<file path="config.mk">
export PLATFORM = sky130hd
export DESIGN_NAME = rr_arbiter
export DESIGN_NICKNAME = d
export VERILOG_FILES = /design/src/rtl/rr_arbiter_pkg.sv /design/src/rtl/rr_pick.sv /design/src/rtl/rr_arbiter.sv
export SDC_FILE = /design/constraint.sdc
export NUM_CORES = 1
export LEC_CHECK = 0
export ABC_AREA = 1
export CORE_MARGIN = 2
export CORE_UTILIZATION = 40
export CTS_BUF_LIST = sky130_fd_sc_hd__clkbuf_2
export DETAILED_ROUTE_END_ITERATION = 8
export SETUP_SLACK_MARGIN = 0.5
export SKIP_CTS_REPAIR_TIMING = 1
export SLEW_MARGIN = 20
export SYNTH_ARGS = -nofsm -noshare
export SYNTH_HDL_FRONTEND = slang
export SYNTH_SLANG_ARGS = --single-unit
</file>
<file path="constraint.sdc">
create_clock -name clk -period 7.56 [get_ports clk]
set_input_delay 1.134 -clock clk [delete_from_list [all_inputs] [get_ports clk]]
set_output_delay 1.134 -clock clk [all_outputs]
set_load 0.03 [all_outputs]
</file>
<file path="src/rtl/rr_arbiter_pkg.sv">
// Shared definitions for the round-robin arbiter: FSM encoding and
// default sizing of the requester vector and hold limit.
package rr_arbiter_pkg;

  typedef enum logic {
    IDLE = 1'b0,
    BUSY = 1'b1
  } state_t;

  localparam int N_DEF        = 8;
  localparam int W_DEF        = 3;
  localparam int MAX_HOLD_DEF = 16;

endpackage

</file>
<file path="src/rtl/rr_pick.sv">
// Rotated priority encoder: the first set bit of (req & ~mask) when the
// search starts at ptr and wraps modulo N. Purely combinational.
module rr_pick
  import rr_arbiter_pkg::*;
#(
  parameter int N = N_DEF,
  parameter int W = W_DEF
) (
  input  logic [N-1:0] req,
  input  logic [W-1:0] ptr,
  input  logic [N-1:0] mask,
  output logic [W-1:0] idx,
  output logic         found
);

  logic [N-1:0] cand;
  logic [W-1:0] pos;

  assign cand = req & ~mask;

  // Walk ptr, ptr+1, ... with natural W-bit wrap (N is a power of two);
  // the first candidate hit wins.
  always_comb begin
    idx   = '0;
    found = 1'b0;
    pos   = '0;
    for (int i = 0; i < N; i++) begin
      pos = ptr + W'(i);
      if (!found && cand[pos]) begin
        idx   = pos;
        found = 1'b1;
      end
    end
  end

endmodule

</file>
<file path="src/rtl/rr_arbiter.sv">
// Round-robin arbiter for eight requesters with grant hold and optional
// preemption after MAX_HOLD cycles of ownership while others wait.
//
// state | meaning
// ------+------------------------------------------
// IDLE  | no owner, all outputs zero
// BUSY  | resource owned by requester grant_code
module rr_arbiter
  import rr_arbiter_pkg::*;
#(
  parameter int N        = N_DEF,
  parameter int W        = W_DEF,
  parameter int MAX_HOLD = MAX_HOLD_DEF
) (
  input  logic         clk,
  input  logic         rst_n,
  input  logic [N-1:0] req,
  output logic [N-1:0] grant,
  output logic [W-1:0] grant_code,
  output logic         grant_valid
);

  // hold_cnt only needs to reach MAX_HOLD-1; keep at least one bit so a
  // disabled limit still elaborates cleanly.
  localparam int HCW       = (MAX_HOLD <= 2) ? 1 : $clog2(MAX_HOLD);
  localparam int HOLD_LAST = (MAX_HOLD == 0) ? 0 : MAX_HOLD - 1;
  localparam logic [HCW-1:0] HOLD_LAST_C = HCW'(HOLD_LAST);

  state_t         state, state_nxt;
  logic [W-1:0]   ptr, ptr_nxt;
  logic [HCW-1:0] hold_cnt, hold_nxt;

  logic [N-1:0]   grant_nxt;
  logic [W-1:0]   code_nxt;
  logic           valid_nxt;

  logic [N-1:0]   owner_oh;
  logic           owner_req;
  logic           others;
  logic           preempt;
  logic           rearb;

  logic [N-1:0]   pick_mask;
  logic [W-1:0]   pick_idx;
  logic           pick_found;

  assign owner_oh  = N'(1) << grant_code;
  assign owner_req = |(req & owner_oh);
  assign others    = |(req & ~owner_oh);

  // The owner is masked only when it is being preempted; on release its
  // bit is already low, so the plain search does the right thing.
  assign preempt   = (state == BUSY) && owner_req && (MAX_HOLD != 0) &&
                     (hold_cnt == HOLD_LAST_C) && others;
  assign rearb     = (state == IDLE) || !owner_req || preempt;
  assign pick_mask = preempt ? owner_oh : '0;

  rr_pick #(
    .N (N),
    .W (W)
  ) u_pick (
    .req   (req),
    .ptr   (ptr),
    .mask  (pick_mask),
    .idx   (pick_idx),
    .found (pick_found)
  );

  // State, rotation pointer and hold counter registers.
  always_ff @(posedge clk or negedge rst_n) begin
    if (!rst_n) begin
      state    <= IDLE;
      ptr      <= '0;
      hold_cnt <= '0;
    end else begin
      state    <= state_nxt;
      ptr      <= ptr_nxt;
      hold_cnt <= hold_nxt;
    end
  end

  // Next state: re-arbitrate on idle, release or preemption, else hold.
  always_comb begin
    state_nxt = state;
    ptr_nxt   = ptr;
    hold_nxt  = hold_cnt;
    if (rearb) begin
      state_nxt = pick_found ? BUSY : IDLE;
      hold_nxt  = '0;
      if (pick_found) begin
        ptr_nxt = pick_idx + W'(1);
      end
    end else if (hold_cnt != HOLD_LAST_C) begin
      hold_nxt = hold_cnt + HCW'(1);
    end
  end

  // Next outputs derived from the same decision so the three always agree.
  always_comb begin
    valid_nxt = (state_nxt == BUSY);
    code_nxt  = grant_code;
    if (rearb) begin
      code_nxt = pick_found ? pick_idx : '0;
    end
    grant_nxt = valid_nxt ? (N'(1) << code_nxt) : '0;
  end

  // Registered grant outputs; reset drops the grant immediately.
  always_ff @(posedge clk or negedge rst_n) begin
    if (!rst_n) begin
      grant       <= '0;
      grant_code  <= '0;
      grant_valid <= 1'b0;
    end else begin
      grant       <= grant_nxt;
      grant_code  <= code_nxt;
      grant_valid <= valid_nxt;
    end
  end

endmodule

</file>
==> flow_metrics.env, run 1 <==
export IMPL_grt_pass1_vias=1682
export IMPL_cap_violations=0
export IMPL_cp_start_kind="input port"
export IMPL_worst_hold_check_path_type="flop to flop"
export IMPL_gr_max_usage_layer="met2"
export IMPL_io_buffers=21
export IMPL_nets=309
export IMPL_fmax_mhz=264
export IMPL_cts_made_buffers=3
export IMPL_outcome="completed"
export IMPL_setup_total_negative_slack_ns=0
export IMPL_crit_arrival_ns=4.05
export IMPL_globalRoute_totalOverflow=0
export IMPL_final_common_cell="nand2_1"
export IMPL_drt_total_wl_mm=4.31
export IMPL_diodes=0
export IMPL_postSynthNetCount=291
export IMPL_grtUsageMet3=0.0216
export IMPL_die_area_sq_um=4940
export IMPL_worst_setup_hold_path_clk_slew_ns=0.19
export IMPL_syn_cell_area_sq_um=1760
export IMPL_final_min_clock_period_ns=3.79
export IMPL_clock_sinks=19
export IMPL_grt_setup_unrepaired="false"
export IMPL_placementRows=24
export IMPL_max_clock_buf_depth=2
export IMPL_cts_tree="done"
export IMPL_timing_clock_skew_ns=0.0162
export IMPL_floorplan_die_width_microns=70.3
export IMPL_dr_pass1_iters=4
export IMPL_total_drc_errors_in_the_routed_layout=0
export IMPL_final_antenna_net_count=0
export IMPL_synthDominantAreaCellType="dfrtp_1"
export IMPL_worst_path_max_fanout=10
export IMPL_floorplan_initialDensity=0.409
export IMPL_core_area_sq_um=4290
export IMPL_antenna_violations_before_repair=0
export IMPL_worstSetupPathType="input port to flop"
export IMPL_yosysSeqAreaShare=0.271
export IMPL_htree_levels=1
export IMPL_grt_max_degree=20
export IMPL_globalRouteMet2Util=0.299
export IMPL_hold_viol=0
export IMPL_setup_viol=0
export IMPL_yosys_warnings=0
export IMPL_slew_headroom=0.452
export IMPL_wl_per_cell_microns=12.5
export IMPL_synth_area_leaders="dfrtp_1 (27%), nand3_1 (18%), nand2_1 (16%), nor2_1 (5.6%), inv_1 (4.9%)"
export IMPL_clock_root_buffer="clkbuf_2"
export IMPL_yosys_register_bits=19
export IMPL_die_h_microns=70.3
export IMPL_gr_usage_total=0.186
export IMPL_cp_required_ns=7.82
export IMPL_layout_common_cells="nand2_1 (75), nand3_1 (64), nor2_1 (26)"
export IMPL_i_o_pin_cnt=22
export IMPL_hpwl_mm=3.43
export IMPL_period_share=0.501
export IMPL_synth_lib_cells_used_distinct=30
export IMPL_gr_usage_met1=0.255
export IMPL_initialDrtViolationCount=120
export IMPL_share_of_layout_cells_above_drive_strength_1=0.0952
export IMPL_via_per_inst=5.23
export IMPL_synthDominantCellAreaShare=0.271
export IMPL_syn_area_per_cell_sq_um=6.34
export IMPL_finalWeightedCongestion=0.837
export IMPL_max_slew_vio_count=0
export IMPL_syn_inst=277
export IMPL_layout_area_overhead_vs_synth_pct=14.2
export IMPL_crit_path_end_kind="flop"
export IMPL_clock_insertion_delay_worst_skew_ns=0.34
export IMPL_tightest_slew_ns=0.820
export IMPL_dr_total_vias=1810
export IMPL_grt_first_pass_wirelength_mm=7.53
synthesized netlist by cell type:
library cell / count
buf_6: 1
a21oi_1: 5
nand3b_1: 7
xor2_1: 1
nand4_2: 1
inv_1: 23
nor2_4: 1
o21ai_0: 4
or2_2: 1
nand3_1: 64
nor3_1: 2
nor2_2: 2
nor2_1: 26
nand2_1: 75
nand3_2: 4
dfrtp_1: 19
ha_1: 4
clkinv_1: 1
or2_1: 1
a21boi_0: 2
buf_4: 2
clkbuf_1: 3
o21ai_1: 2
nand4_1: 9
nand2_2: 5
nor3_2: 1
nand2_4: 1
inv_2: 6
buf_2: 2
a21oi_4: 2
state kept, by name, summed over array words and instances, names as in the netlist:
register / cells
grant: 8
grant_valid: 1
grant_code: 3
hold_cnt: 4
ptr: 3
final timing paths:
path	start	end	slack [ns]	cells after the start
worst min register to register	hold_cnt[1]$_DFFE_PN0P_	hold_cnt[1]$_DFFE_PN0P_	0.57	2
worst max-delay path	req[7]	ptr[2]$_DFFE_PN0P_	3.77	23
min in group asynchronous	rst_n	grant[7]$_DFF_PN0_	1.23	1
worst min-delay path	hold_cnt[1]$_DFFE_PN0P_	hold_cnt[1]$_DFFE_PN0P_	0.57	2
max in group asynchronous	rst_n	hold_cnt[2]$_DFFE_PN0P_	5.81	1
worst max register to register	ptr[1]$_DFFE_PN0P_	ptr[2]$_DFFE_PN0P_	4.27	18
final cells by class:
type,instances,area (sq um)
clock buffers,3,15.0
clock inverters,1,7.51
fillers,446,2290
inverters,30,113
multi-input cells,220,1120
flip-flops and latches,19,475
well taps,52,65.1
repair buffers,21,210
stage by stage:
stage	cell area, sq um	hold WS [ns]	util	worst slack [ns]	cells
floorplan	1760	0.530	-	4.35	277
global placement	1980	0.552	0.462	3.46	342
detailed placement	1980	0.555	0.462	3.43	342
CTS	2010	0.577	0.467	3.83	346
global route	2010	0.610	0.467	3.48	346
finish	2010	0.571	0.467	3.77	346
kinds of logic (layout without fill, tap and decap cells):
group / after synthesis / count (layout) / synth area share
XOR/XNOR: 1 / 1 / 0.00499
AND/OR/NAND/NOR: 200 / 200 / 0.546
AO/OA/AOI/OAI: 15 / 15 / 0.0584
flip-flops: 19 / 19 / 0.271
buffers and inverters: 38 / 55 / 0.0912
adder cells (fa/ha/maj): 4 / 4 / 0.0285
worst max-delay path, cell delays in order:
cell and delay, ns:
clkdlybuf4s50_1 0.55, nand4_1 0.11, nand2_1 0.09, nor2_1 0.06, a21oi_4 0.26, nand3b_1 0.17, nand3_1 0.12, nand3_1 0.14
nand2_1 0.12, nand2_1 0.05, nand2_1 0.13, nand2_1 0.10, nor3_2 0.15, nor2_1 0.06, nor2_1 0.12, nand3_1 0.10
nand2_1 0.08, inv_1 0.04, ha_1 0.20, nand3_1 0.08, nand2_1 0.06, nand2_1 0.06, o21ai_1 0.05
layer usage:
| metal | routed length [microns] | vias up |
|---|---|---|
| li1 | - | 956 |
| met2 | 1950 | 45 |
| met1 | 2070 | 801 |
| met4 | 82 | 0 |
| met3 | 198 | 8 |
| met5 | 0 | - |
Power of run 1 is not shown: default switching activity piles up to over one toggle a cycle in this logic, so the estimate is an artifact.
==> inputs of run 2 (changes only) <==
==> constraint.sdc (replaced) <==
create_clock -name clk -period 3.85 [get_ports clk]
set_input_delay 0.5775 -clock clk [delete_from_list [all_inputs] [get_ports clk]]
set_output_delay 0.5775 -clock clk [all_outputs]
set_load 0.03 [all_outputs]
==> run 2 against run 1 <==
Compared with the run above: core utilization increased by 5.6 points; sequential cell count unchanged; count of clock-buffer cells in the layout unchanged; first-iteration DRC count increased by 83%; global-route usage increased by 0.29 points; critical endpoint unchanged; highest routed layer unchanged.
==> flow_metrics.env, run 2 (same netlist as run 1, synthesis figures left out) <==
export IMPL_final_antenna_net_count=0
export IMPL_hpwl_mm=3.52
export IMPL_initialDrtViolationCount=219
export IMPL_die_area_sq_um=4940
export IMPL_clock_insertion_delay_worst_skew_ns=0.31
export IMPL_cts_made_buffers=3
export IMPL_core_area_sq_um=4290
export IMPL_clock_sinks=19
export IMPL_fill_cells=448
export IMPL_cp_start_kind="flop"
export IMPL_final_common_cell="nand2_1"
export IMPL_dr_pass1_iters=4
export IMPL_floorplan_initialDensity=0.409
export IMPL_globalRoute_totalOverflow=0
export IMPL_diodes=0
export IMPL_cp_required_ns=4.09
export IMPL_grt_max_degree=20
export IMPL_drt_total_wl_mm=4.78
export IMPL_slew_headroom=0.467
export IMPL_worst_setup_hold_path_clk_slew_ns=0.20
export IMPL_largest_register_ffs=8
export IMPL_cp_num_buf_inv=2
export IMPL_outcome="completed"
export IMPL_cts_tree="done"
export IMPL_via_per_inst=5.41
export IMPL_worst_path_max_fanout=8
export IMPL_crit_arrival_ns=3.41
export IMPL_max_slew_vio_count=0
export IMPL_total_drc_errors_in_the_routed_layout=0
export IMPL_setup_viol=0
export IMPL_floorplan_die_width_microns=70.3
export IMPL_layout_common_cells="nand2_1 (72), nand3_1 (55), inv_1 (22), nor2_1 (22), dfrtp_1 (15)"
export IMPL_share_of_layout_cells_above_drive_strength_1=0.207
export IMPL_placementRows=24
export IMPL_setup_total_negative_slack_ns=0
export IMPL_timing_clock_skew_ns=0.0168
export IMPL_critical_path_slowest_cell="dfrtp_2"
export IMPL_final_min_clock_period_ns=3.16
export IMPL_worst_setup_margin_ns=0.689
export IMPL_layout_area_overhead_vs_synth_pct=27.8
export IMPL_tightest_slew_ns=0.797
export IMPL_clock_root_buffer="clkbuf_2"
export IMPL_worstSetupPathType="flop to flop"
export IMPL_antenna_violations_before_repair=0
export IMPL_top_register="grant"
export IMPL_worst_hold_check_path_type="flop to flop"
export IMPL_finalWeightedCongestion=0.865
export IMPL_io_buffers=21
export IMPL_dp_worst_setup_slack_ns=0.281
export IMPL_crit_path_end_kind="flop"
export IMPL_wl_per_cell_microns=13.2
export IMPL_biggestRegsByFlops="grant x8, hold_cnt x4"
export IMPL_fmax_mhz=316
export IMPL_nets=324
export IMPL_max_clock_buf_depth=2
export IMPL_cap_violations=0
export IMPL_grt_pass1_vias=1783
export IMPL_critical_path_top_delay_family="simple AND/OR/NAND/NOR gates"
export IMPL_max_stage_delay_ns=0.51
export IMPL_dr_total_vias=1954
export IMPL_htree_levels=1
export IMPL_path_cells="buf_12 > nand3_1 > nand2_1 > nand2_1 > nor2_4 > a21oi_4 > nand3_1 > nand3_1 > nand3_2 > nand3_2 > nand2_2 > nor2_2 > nand4_4 > nor2_4 > nand2_2 > nand3_1 > nand2_1 > inv_1 > ha_1 > nand3_1 > nand2_1 > nand2_1 > o21ai_1"
export IMPL_i_o_pin_cnt=22
export IMPL_grt_first_pass_wirelength_mm=7.76
export IMPL_hold_viol=0
export IMPL_gr_usage_total=0.189
export IMPL_period_share=0.821
export IMPL_grt_setup_unrepaired="false"
export IMPL_die_h_microns=70.3
==> run 2: changes by cell type in the layout (fill, tap and decap cells not counted), moves of 4 or more <==
| cell | change |
|---|---|
| dfrtp_1 | -4 |
| buf_4 | +11 |
| dlymetal6s2s_1 | +8 |
| nand3_2 | +9 |
| nor2_1 | -4 |
| dfrtp_2 | +4 |
| nand3_1 | -9 |
| clkdlybuf4s50_1 | -8 |
==> run 2: tightest hold or removal path, cell delays in order, from the launching register on <==
cell and delay [ns]:
dfrtp_1 0.43, nand2_1 0.07, a21oi_1 0.06
==> run 2: worst paths after layout <==
check / slack (ns) / cells after the start / from / end
min in group asynchronous: 0.69 / 1 / rst_n / grant[7]$_DFF_PN0_
min: 0.57 / 2 / hold_cnt[1]$_DFFE_PN0P_ / hold_cnt[1]$_DFFE_PN0P_
max: 0.69 / 23 / grant_code[1]$_DFF_PN0_ / ptr[2]$_DFFE_PN0P_
max reg2reg: 0.69 / 23 / grant_code[1]$_DFF_PN0_ / ptr[2]$_DFFE_PN0P_
max in group asynchronous: 2.60 / 1 / rst_n / ptr[1]$_DFFE_PN0P_
min reg2reg: 0.57 / 2 / hold_cnt[1]$_DFFE_PN0P_ / hold_cnt[1]$_DFFE_PN0P_
==> run 2: area by class of cell <==
| cell class | count | area [sq um] | area share |
|---|---|---|---|
| multi-input cells | 222 | 1230 | 0.547 |
| flip-flops and latches | 19 | 480 | 0.214 |
| repair buffers | 34 | 338 | 0.150 |
| inverters | 30 | 113 | 0.0501 |
| well taps | 52 | 65.1 | 0.0290 |
| clock buffers | 3 | 15.0 | 0.00669 |
| clock inverters | 1 | 7.51 | 0.00334 |
==> run 2: per-stage QoR <==
| step | hold slack (ns) | std cells | cell area (sq um) | utilization |
|---|---|---|---|---|
| global route | 0.634 | 361 | 2250 | 0.523 |
| CTS | 0.578 | 349 | 2030 | 0.473 |
| detailed placement | 0.557 | 345 | 2010 | 0.467 |
| finish | 0.573 | 361 | 2250 | 0.523 |
| global placement | 0.554 | 345 | 2010 | 0.467 |
| floorplan | 0.282 | 277 | 1760 | - |
==> run 2: per-layer routing <==
| layer | global-route usage | vias up | routed length, microns |
|---|---|---|---|
| met4 | 0.0684 | 0 | 96 |
| met3 | 0.0159 | 12 | 279 |
| li1 | - | 982 | - |
| met1 | 0.260 | 896 | 2170 |
| met2 | 0.308 | 64 | 2230 |
| met5 | 0 | - | 0 |
Power of run 2 is left out for the same reason.
==> inputs of run 3 (changes only) <==
==> constraint.sdc (replaced) <==
create_clock -name clk -period 2.87 [get_ports clk]
set_input_delay 0.4305 -clock clk [delete_from_list [all_inputs] [get_ports clk]]
set_output_delay 0.4305 -clock clk [all_outputs]
set_load 0.03 [all_outputs]
==> run 3 against run 2 <==
Compared with the run above: the run now ends with negative setup slack left; sequential cell count is the same; register-to-register slack worse by 0.78 ns; highest routed layer unchanged; final area is 28% higher; critical path type unchanged; largest cell class unchanged; first-iteration DRC count down 27%; sequential share of layout area decreased by 4.7 points; clock skew down 0.0087 ns; maximum frequency rose by 6.8%.
==> flow_metrics.env, run 3 (same netlist as run 1, synthesis figures left out) <==
export IMPL_outcome="finished with violations"
export IMPL_violations="negative setup slack"
export IMPL_grt_pass1_vias=1814
export IMPL_biggestRegsByFlops="grant x8, hold_cnt x4"
export IMPL_crit_arrival_ns=3.17
export IMPL_i_o_pin_cnt=22
export IMPL_cts_made_buffers=3
export IMPL_gr_usage_total=0.201
export IMPL_clock_insertion_delay_worst_skew_ns=0.30
export IMPL_worstSetupPathType="flop to flop"
export IMPL_largest_register_ffs=8
export IMPL_cts_tree="done"
export IMPL_final_common_cell="nand2_1"
export IMPL_critical_path_slowest_cell="dfrtp_2"
export IMPL_slew_headroom=0.464
export IMPL_globalRoute_totalOverflow=0
export IMPL_grt_setup_unrepaired="true"
export IMPL_post_place_cells=380
export IMPL_total_drc_errors_in_the_routed_layout=0
export IMPL_dr_total_vias=2117
export IMPL_die_h_microns=70.3
export IMPL_worst_setup_hold_path_clk_slew_ns=0.18
export IMPL_setup_viol=10
export IMPL_hold_viol=0
export IMPL_max_clock_buf_depth=2
export IMPL_path_cells="clkinv_4 > nand2_1 > nand2_1 > nand2_2 > nor2_4 > a21oi_4 > nand3b_1 > nand3_1 > nand3_2 > nand2_4 > buf_4 > o21ai_2 > buf_4 > nor2_4 > nand4_1 > nand3_2 > ha_4 > nor2_4 > a21oi_2"
export IMPL_via_per_inst=5.29
export IMPL_die_area_sq_um=4940
export IMPL_layout_area_overhead_vs_synth_pct=63.3
export IMPL_tightest_slew_ns=0.801
export IMPL_critical_path_most_common_cell="nor2_4"
export IMPL_floorplan_die_width_microns=70.3
export IMPL_core_area_sq_um=4290
export IMPL_diodes=0
export IMPL_max_stage_delay_ns=0.50
export IMPL_placementRows=24
export IMPL_period_share=1.03
export IMPL_worst_hold_check_path_type="input port to asynchronous set/reset pin"
export IMPL_cp_start_kind="flop"
export IMPL_final_util=0.668
export IMPL_final_hold_worst_slack_ns=0.565
export IMPL_layout_common_cells="nand2_1 (53), buf_4 (46), nand3_2 (39)"
export IMPL_worst_setup_margin_ns=-0.0897
export IMPL_fill_cells=383
export IMPL_grt_first_pass_wirelength_mm=8.09
export IMPL_htree_levels=1
export IMPL_final_min_clock_period_ns=2.96
export IMPL_io_buffers=21
export IMPL_dr_pass1_iters=4
export IMPL_timing_clock_skew_ns=0.00810
export IMPL_clock_root_buffer="clkbuf_2"
export IMPL_wl_per_cell_microns=13.9
export IMPL_drt_total_wl_mm=5.56
export IMPL_floorplan_initialDensity=0.409
export IMPL_nets=363
export IMPL_cp_required_ns=3.08
export IMPL_share_of_layout_cells_above_drive_strength_1=0.460
export IMPL_initialDrtViolationCount=159
export IMPL_max_slew_vio_count=0
export IMPL_crit_path_end_kind="flop"
export IMPL_cap_violations=0
export IMPL_clock_sinks=19
export IMPL_finish_cell_count_without_fillers=400
export IMPL_worst_path_max_fanout=8
export IMPL_fmax_mhz=338
export IMPL_finalWeightedCongestion=0.945
export IMPL_top_register="grant"
export IMPL_grt_max_degree=20
export IMPL_antenna_violations_before_repair=0
export IMPL_dp_worst_setup_slack_ns=-0.471
export IMPL_final_antenna_net_count=0
export IMPL_hpwl_mm=3.83
run 3: changes by cell type in the layout (fill, tap and decap cells not counted), sizes merged:
cell | previous run | this run
inv | 29 | 28
clkinvlp | 1 | 0
clkinv | 1 | 3
dlymetal6s2s | 8 | 0
clkdlybuf4s50 | 13 | 21
buf | 13 | 52
run 3: stage by stage:
stage / cell area, sq um / setup TNS (ns)
6_report: 2870 / -0.476
5_1_grt: 2870 / -3.64
4_1_cts: 2380 / -0.967
3_5_place_dp: 2360 / -5.22
3_3_place_gp: 2360 / -4.89
2_1_floorplan: 1850 / 0
run 3: critical path, delay by kind of cell, from the launching register on:
family / cells / cell delay, ns
buffers and inverters: 3 / 0.37
AND/OR/NAND/NOR: 12 / 1.46
flip-flops: 1 / 0.50
adder cells (fa/ha/maj): 1 / 0.22
AO/OA/AOI/OAI: 3 / 0.31
run 3: final cells by class:
| type | instances | area [sq um] | area share |
|---|---|---|---|
| Multi-Input combinational cell | 222 | 1560 | 0.543 |
| Inverter | 30 | 125 | 0.0436 |
| Clock buffer | 3 | 15.0 | 0.00523 |
| Timing Repair Buffer | 73 | 623 | 0.217 |
| Sequential cell | 19 | 479 | 0.167 |
| Tap cell | 52 | 65.1 | 0.0227 |
| Clock inverter | 1 | 5.00 | 0.00174 |
run 3: final timing paths:
check | startpoint | endpoint | slack [ns] | cells past startpoint
max in group asynchronous | rst_n | grant_code[1]$_DFF_PN0_ | 1.76 | 1
hold reg to reg | hold_cnt[2]$_DFFE_PN0P_ | hold_cnt[2]$_DFFE_PN0P_ | 0.61 | 2
min in group clk | hold_cnt[2]$_DFFE_PN0P_ | hold_cnt[2]$_DFFE_PN0P_ | 0.61 | 2
setup / recovery | grant_code[2]$_DFF_PN0_ | ptr[1]$_DFFE_PN0P_ | -0.09 | 19
setup reg to reg | grant_code[2]$_DFF_PN0_ | ptr[1]$_DFFE_PN0P_ | -0.09 | 19
hold / removal | rst_n | ptr[0]$_DFFE_PN0P_ | 0.57 | 1
run 3: layer usage:
layer / GRT usage / vias to the layer above / routed length, microns
met2: 0.345 / 43 / 2820
li1: - / 1068 / -
met5: 0 / - / 0
met3: 0.0173 / 7 / 210
met4: 0.0470 / 0 / 46
met1: 0.273 / 999 / 2480
Power of run 3 is left out for the same reason.
